File: config.mk
export PLATFORM = sky130hd
export DESIGN_NAME = falafel_config_regfile
export DESIGN_NICKNAME = d
export VERILOG_FILES = /design/src/rtl/falafel_config_regfile.sv
export SDC_FILE = /design/constraint.sdc
export NUM_CORES = 1
export LEC_CHECK = 0
export CAP_MARGIN = 20
export CORE_MARGIN = 2
export CORE_UTILIZATION = 49
export CTS_BUF_LIST = sky130_fd_sc_hd__clkbuf_4
export DETAILED_ROUTE_END_ITERATION = 12
export PLACE_DENSITY = 0.88
export SYNTH_ARGS = -nofsm -noshare
export SYNTH_HDL_FRONTEND = slang
export SYNTH_SLANG_ARGS = --single-unit
File: constraint.sdc
create_clock -name clk_i -period 18.8 [get_ports clk_i]
set_input_delay 1.88 -clock clk_i [delete_from_list [all_inputs] [get_ports clk_i]]
set_output_delay 1.88 -clock clk_i [all_outputs]
set_load 0.02 [all_outputs]
File: src/rtl/falafel_config_regfile.sv
// rtl/falafel_config_regfile.sv - allocator config register file with shadow/active banks and commit FSM
// Bus writes land in shadow; an accepted COMMIT write copies shadow to active once the core is idle.
module falafel_config_regfile #(
  parameter int                         DATA_W      = 64,
  parameter int                         NUM_REGS    = 4,
  parameter logic [DATA_W-1:0]          ADDR_BASE   = '0,
  parameter int                         ADDR_STRIDE = 8,
  parameter logic [NUM_REGS-1:0]        RO_MASK     = '0,
  parameter logic [NUM_REGS*DATA_W-1:0] RESET_VAL   = '0
) (
  input  logic                         clk_i,
  input  logic                         rst_i,
  input  logic                         req_valid_i,
  output logic                         req_ready_o,
  input  logic                         req_write_i,
  input  logic [DATA_W-1:0]            req_addr_i,
  input  logic [DATA_W-1:0]            req_data_i,
  output logic                         rsp_valid_o,
  input  logic                         rsp_ready_i,
  output logic [DATA_W-1:0]            rsp_data_o,
  output logic                         rsp_err_o,
  input  logic                         core_idle_i,
  output logic                         commit_pending_o,
  output logic [NUM_REGS*DATA_W-1:0]   config_o
);

  localparam int                SHIFT       = $clog2(ADDR_STRIDE);
  localparam logic [DATA_W-1:0] STRIDE_MASK = DATA_W'(ADDR_STRIDE - 1);
  localparam logic [DATA_W-1:0] COMMIT_IDX  = DATA_W'(NUM_REGS);

  typedef enum logic {ST_IDLE, ST_PENDING} state_t;

  state_t            state;
  logic [DATA_W-1:0] shadow [NUM_REGS];
  logic [DATA_W-1:0] active [NUM_REGS];
  logic [DATA_W:0]   diff;
  logic [DATA_W-1:0] reg_idx;
  logic [DATA_W-1:0] rd_data;
  logic              hit_reg;
  logic              hit_commit;
  logic              ro_hit;
  logic              accept;
  logic              shadow_we;

  assign req_ready_o      = !rsp_valid_o || rsp_ready_i;
  assign accept           = req_valid_i && req_ready_o;
  assign commit_pending_o = (state == ST_PENDING);

  // The extra top bit of diff is the borrow, i.e. the address sits below ADDR_BASE.
  always_comb begin
    diff       = {1'b0, req_addr_i} - {1'b0, ADDR_BASE};
    reg_idx    = diff[DATA_W-1:0] >> SHIFT;
    hit_reg    = 1'b0;
    hit_commit = 1'b0;
    if (!diff[DATA_W] && ((diff[DATA_W-1:0] & STRIDE_MASK) == '0)) begin
      hit_reg    = (reg_idx < COMMIT_IDX);
      hit_commit = (reg_idx == COMMIT_IDX);
    end
    rd_data = '0;
    ro_hit  = 1'b0;
    for (int i = 0; i < NUM_REGS; i++) begin
      if (reg_idx == DATA_W'(i)) begin
        rd_data = shadow[i];
        ro_hit  = RO_MASK[i];
      end
    end
    shadow_we = accept && req_write_i && hit_reg && !ro_hit;
  end

  always_ff @(posedge clk_i or posedge rst_i) begin
    if (rst_i) begin
      state       <= ST_IDLE;
      rsp_valid_o <= 1'b0;
      rsp_data_o  <= '0;
      rsp_err_o   <= 1'b0;
      for (int i = 0; i < NUM_REGS; i++) begin
        shadow[i] <= RESET_VAL[i*DATA_W +: DATA_W];
        active[i] <= RESET_VAL[i*DATA_W +: DATA_W];
      end
    end else begin
      // Apply copies the pre-edge shadow, so a write landing on this edge waits for the next commit.
      if (state == ST_PENDING && core_idle_i) begin
        for (int i = 0; i < NUM_REGS; i++) active[i] <= shadow[i];
        state <= ST_IDLE;
      end else if (accept && req_write_i && hit_commit) begin
        state <= ST_PENDING;
      end

      for (int i = 0; i < NUM_REGS; i++) begin
        if (shadow_we && reg_idx == DATA_W'(i)) shadow[i] <= req_data_i;
      end

      if (accept) begin
        rsp_valid_o <= 1'b1;
        rsp_data_o  <= '0;
        rsp_err_o   <= 1'b0;
        if (hit_reg) begin
          if (req_write_i) rsp_err_o  <= ro_hit;
          else             rsp_data_o <= rd_data;
        end else if (hit_commit) begin
          if (!req_write_i) rsp_data_o <= {{(DATA_W-1){1'b0}}, commit_pending_o};
        end else begin
          rsp_err_o <= 1'b1;
        end
      end else if (rsp_ready_i) begin
        rsp_valid_o <= 1'b0;
        rsp_data_o  <= '0;
        rsp_err_o   <= 1'b0;
      end
    end
  end

  for (genvar g = 0; g < NUM_REGS; g++) begin : g_cfg
    assign config_o[g*DATA_W +: DATA_W] = active[g];
  end

endmodule

==> flow_summary.yaml, run 1 <==
min_path:
  hold_class: "flop to flop"
  hold_path_startpoint: "config_o[217]$_DFFE_PP0P_"
critical_path:
  cp.arrival_ns: 3.22
  crit_start: "rsp_ready_i"
  r2r-start: "commit_pending_o$_DFFE_PP0P_"
  cp.required_ns: 16.92
  critPathLaunchType: "input port"
  critPathKind: "input port to output pin"
  cp_max_fo: 3
  crit_path_end_kind: "output pin"
grt:
  grt_usage_pct: 24.6
  overflow: 0
  grt_pass1_wl_mm: 92.5
  antenna_found_initial: 4
  grt_pass1_vias: 15800
  grt_max_degree: 183
clocking:
  clk_pin_slew_worst_paths_ns: 0.05
  cts_setup_buffers: 0
  cts_tree: "built"
  postCtsResizedCells: 0
  root_buffer: "clkbuf_4"
  holdBufCountCts: 0
  cts.sinks: 579
  h-tree-depth: 4
  clock_path_buffers: 3
  cts_buffers: 147
  clkLatencyLatePin_ns: 0.97
sta:
  fin_tns_setup_ns: 0
  final.min_clock_period_ns: 5.10
  maxSlewHeadroom_pct: 27.2
  holdWs_ns: 0.503
  tightest_slew_ns: 1.09
  rsz0062_at_grt: "no"
  setup_ws_ns: 13.70
  timing.final.crit_share_pct: 27.1
  fmax_mhz: 196
  drv_slew: 0
  finalHoldViolCount: 0
  worst_clock_skew_ns: 0.0394
  setup_viol: 0
placement:
  dp_hpwl_mm: 36.9
  place.gp.congestion: 0.827
  pre_cts_slack_ns: 13.08
  dp.cells: 2354
  place_area_um2: 28400
  port_buffers: 457
route:
  postRouteAntennaNets: 0
  drt_iter0_drc: 892
  drc: 0
  dr_wl_met3_mm: 4.32
  drt-total-wl_mm: 59.7
  dr.pass1.iters: 5
  topRoutingLayerUsed: "met5"
  via_per_inst: 5.56
  wl_per_cell_um: 23.0
  routed-via-count: 14500
  route.met2.wl_mm: 29.4
  wl_met1_mm: 24.0
pwr:
  p_per_area_nw_per_um2: 79.5
  power.leakage_nw: 15.1
  ir_drop_mv: 0.0911
logic_synthesis:
  synth_cell_types: 28
  synth_top_cell_by_area: "dfrtp_1"
  syn_inst: 1349
  yosys-top-cells-area: "dfrtp_1 (62%), mux2_2 (20%), mux4_2 (6.1%)"
  syn-num-nets: 1483
  synth_top_area_share_pct: 61.8
  yosysWarningCount: 0
  syn_area_per_cell_um2: 17.4
  ys_ff_latch: 579
  syn-cell-area_um2: 23400
  yosysSeqAreaShare_pct: 61.8
finish:
  nets: 2025
  area_growth_pct: 29.5
  layout_common_cells: "dfrtp_1 (579), clkdlybuf4s50_1 (455), mux2_2 (425)"
  finalNonFillerCells: 2602
  layout-drive-gt1-share_pct: 41.6
  final_common_cell: "dfrtp_1"
  final_area_um2: 30400
  n_fill_cell: 3290
job:
  drv_cap: 0
die:
  initial_utilization_pct: 49.4
  die_y_um: 223
  core_area_um2: 47400
  io-pin-count: 458
  placementRows: 80
  die_area_um2: 49600
  die_x_um: 223
run_status:
  status: "complete, no violations"
[stage by stage]
stage	utilization (%)	power (W)
after detailed placement	60.0	0.00136
after global routing	64.0	0.00252
after global placement	60.0	0.00135
after floorplan	-	0.00131
final	64.0	0.00241
after CTS	63.8	0.00244
[worst max-delay path: stages]
cell and delay [ns]:
clkdlybuf4s50_1 0.53, nand2b_1 0.18, clkdlybuf4s50_1 0.62
[metal layers]
layer	up-vias	global-route usage, %
li1	6178	-
met1	7662	30.4
met2	509	38.9
met3	127	8.42
met4	2	11.7
met5	-	0
[cell type report]
class                      count  area (um2)  share of cell area (%)
sequential                   579       14500                    47.7
inverter                       3        18.8                  0.0618
clock buffer                 203        1520                    5.02
clock inverter                39         318                    1.05
tap                          615         769                    2.53
multi-input combinational    686        8470                    27.9
timing repair buffer         474        4770                    15.7
antenna                        3        7.51                  0.0247
[Yosys cell counts, drive strengths merged]
master / number
nor4: 14
a31oi: 1
mux4: 64
inv: 3
and3: 1
and3b: 1
mux2i: 1
nand4: 8
nand3: 1
a21o: 1
a32o: 1
dfrtp: 579
nor3: 3
nor2b: 3
a22o: 63
mux2: 512
nor2: 4
buf: 41
and2: 1
clkbuf: 40
nand2b: 2
a21oi: 3
nand2: 2
[final timing paths]
check	to	slack (ns)	cells after the start
worst max-delay path	req_ready_o	13.70	3
worst min-delay path	config_o[217]$_DFFE_PP0P_	0.50	1
worst max register to register	config_o[225]$_DFFE_PP0P_	15.43	4
worst min register to register	config_o[217]$_DFFE_PP0P_	0.50	1
max in group asynchronous	shadow[82]$_DFFE_PP0P_	15.16	6
min in group asynchronous	config_o[245]$_DFFE_PP0P_	1.40	2
[logic make-up after synthesis]
group | after synthesis | synth area share (%)
flops | 579 | 61.8
buf+inv | 84 | 2.16
simple gates | 40 | 1.35
mux | 577 | 32.2
compound gates | 69 | 2.52
[report_power, final]
group / internal (W) / switching [W]
Sequential: 0.00125 / 0.000000329
Combinational: 0.0000348 / 0.0000518
Clock: 0.000578 / 0.000502
[registers in the layout, indices dropped and copies added, names as in the netlist]
register          count
config_o            256
rsp_err_o             1
rsp_valid_o           1
commit_pending_o      1
rsp_data_o           64
shadow              256
Power figures use the tool's default switching activity.
==> run 2: changes to the inputs <==
Settings changed: CORE_UTILIZATION 49 to 54, PLACE_DENSITY 0.88 to 0.92.
Clock period 18.8 ns to 4.95 ns, I/O delays scaled along.
==> flow_summary.yaml, run 2 (synthesized netlist as in run 1, its figures left out) <==
run_status:
  status: "complete, no violations"
finish:
  nets: 2036
  layout-drive-gt1-share_pct: 42.2
  area_growth_pct: 29.5
  layout_common_cells: "dfrtp_1 (579), clkdlybuf4s50_1 (455), mux2_2 (425)"
  final_area_um2: 30400
  register_area_um2: 14500
  multi_input_area_um2: 8470
  final_common_cell: "dfrtp_1"
  n_fill_cell: 2581
route:
  routed-via-count: 14800
  drt-total-wl_mm: 62.8
  dr.pass1.iters: 5
  drc: 0
  via_per_inst: 5.76
  drt_iter0_drc: 945
  wl_per_cell_um: 24.4
  postRouteAntennaNets: 0
critical_path:
  critPathKind: "input port to flop"
  cp_max_fo: 43
  crit_chain: "clkdlybuf4s50_1 -> nor4_1 -> nand4_1 -> nor3_4 -> nand4_4 -> buf_12 -> mux2_4"
  cp_slowest_cell: "nand4_4"
  crit_family: "simple AND/OR/NAND/NOR gates"
  rrSetupSlack_ns: 2.01
  critPathLaunchType: "input port"
  path_buf_inv: 2
  cp.arrival_ns: 3.89
  crit_path_end_kind: "flop"
  cp.required_ns: 5.75
  slowest_delay_ns: 0.68
placement:
  place.gp.congestion: 0.922
  dp_hpwl_mm: 40.3
  place_area_um2: 28600
  port_buffers: 457
clocking:
  cts_buffers: 148
  cts_tree: "built"
  h-tree-depth: 4
  root_buffer: "clkbuf_4"
  cts.sinks: 579
  cts_setup_buffers: 0
  clock_path_buffers: 3
  clk_pin_slew_worst_paths_ns: 0.07
  clkLatencyLatePin_ns: 0.97
  holdBufCountCts: 0
  postCtsResizedCells: 0
grt:
  grt_pass1_vias: 16300
  overflow: 0
  grt_pass1_wl_mm: 96.0
  grt_max_degree: 130
  grt_usage_pct: 28.6
  antenna_found_initial: 6
sta:
  holdWs_ns: 0.124
  tightest_slew_ns: 1.03
  drv_slew: 0
  maxSlewHeadroom_pct: 31.5
  worst_clock_skew_ns: 0.0504
  setup_viol: 0
  finalHoldViolCount: 0
  fmax_mhz: 324
  timing.final.crit_share_pct: 62.4
  final.min_clock_period_ns: 3.09
  rsz0062_at_grt: "no"
pwr:
  p_per_area_nw_per_um2: 298
  ir_drop_mv: 0.218
  power.leakage_nw: 15.1
  power_w: 0.00906
die:
  core_area_um2: 43000
  placementRows: 76
  die_y_um: 212
  die_x_um: 212
  initial_utilization_pct: 54.5
  die_area_um2: 45100
  io-pin-count: 458
min_path:
  hold_class: "input port to asynchronous set/reset pin"
job:
  drv_cap: 0
==> run 2: cell types whose count changed in the layout (fill, tap and decap cells not counted) <==
cell	previous run	this run
clkinv_1	21	9
clkbuf_4	203	213
buf_4	14	21
clkinv_2	8	1
buf_12	3	8
diode_2	3	8
bufinv_16	6	3
buf_16	2	0
clkinv_4	0	1
clkinvlp_4	1	2
inv_2	3	4
inv_8	1	0
==> run 2: power by group <==
part	switching (W)	total (W)	internal, W
sequential	0.00000107	0.00473	0.00473
combinational	0.000204	0.000339	0.000134
clock	0.00189	0.00399	0.00210
==> run 2: per-layer routing <==
layer / vias to the layer above / part of all wire (%) / wire (um) / track usage (%)
li1: 6214 / - / - / -
met1: 7844 / 40 / 25100 / 36.7
met2: 629 / 50 / 31100 / 44.5
met3: 149 / 7.0 / 4420 / 9.39
met4: 4 / 3.3 / 2100 / 12.9
met5: - / 0.048 / 30 / 0
==> run 2: worst register-to-register path, cell delays in order, from the launching register on <==
cell      delay, ns
dfrtp_1        0.41
nand2b_1       0.13
nand2_1        0.26
nor3_4         0.48
nand4_4        0.60
buf_12         0.43
mux2_4         0.47
==> run 2: through the flow <==
step                setup slack (ns)  util (%)  setup TNS [ns]  std cells
global placement                1.09      66.5               0       2337
global route                    1.91      70.6               0       2576
detailed placement              1.01      66.5               0       2337
floorplan                      -3.43         -        -1988.57       1349
finish                          1.86      70.6               0       2577
CTS                             2.05      70.6               0       2569
==> run 2: final timing paths <==
check,start,to,cells after the start
max in group asynchronous,rst_i,config_o[128]$_DFFE_PP0P_,3
max reg2reg,rsp_valid_o$_DFFE_PP0P_,shadow[105]$_DFFE_PP0P_,6
min in group clk_i,core_idle_i,commit_pending_o$_DFFE_PP0P_,2
min,rst_i,shadow[109]$_DFFE_PP0P_,2
max,req_addr_i[43],shadow[105]$_DFFE_PP0P_,7
min reg2reg,shadow[62]$_DFFE_PP0P_,config_o[254]$_DFFE_PP0P_,1
==> run 2: cell type report <==
type,instances,share of cell area (%)
Clock inverter,19,0.528
Multi-Input combinational cell,686,27.9
Timing Repair Buffer,484,16.0
Tap cell,585,2.41
Inverter,3,0.0495
Antenna cell,8,0.0659
Clock buffer,213,5.27
Sequential cell,579,47.7
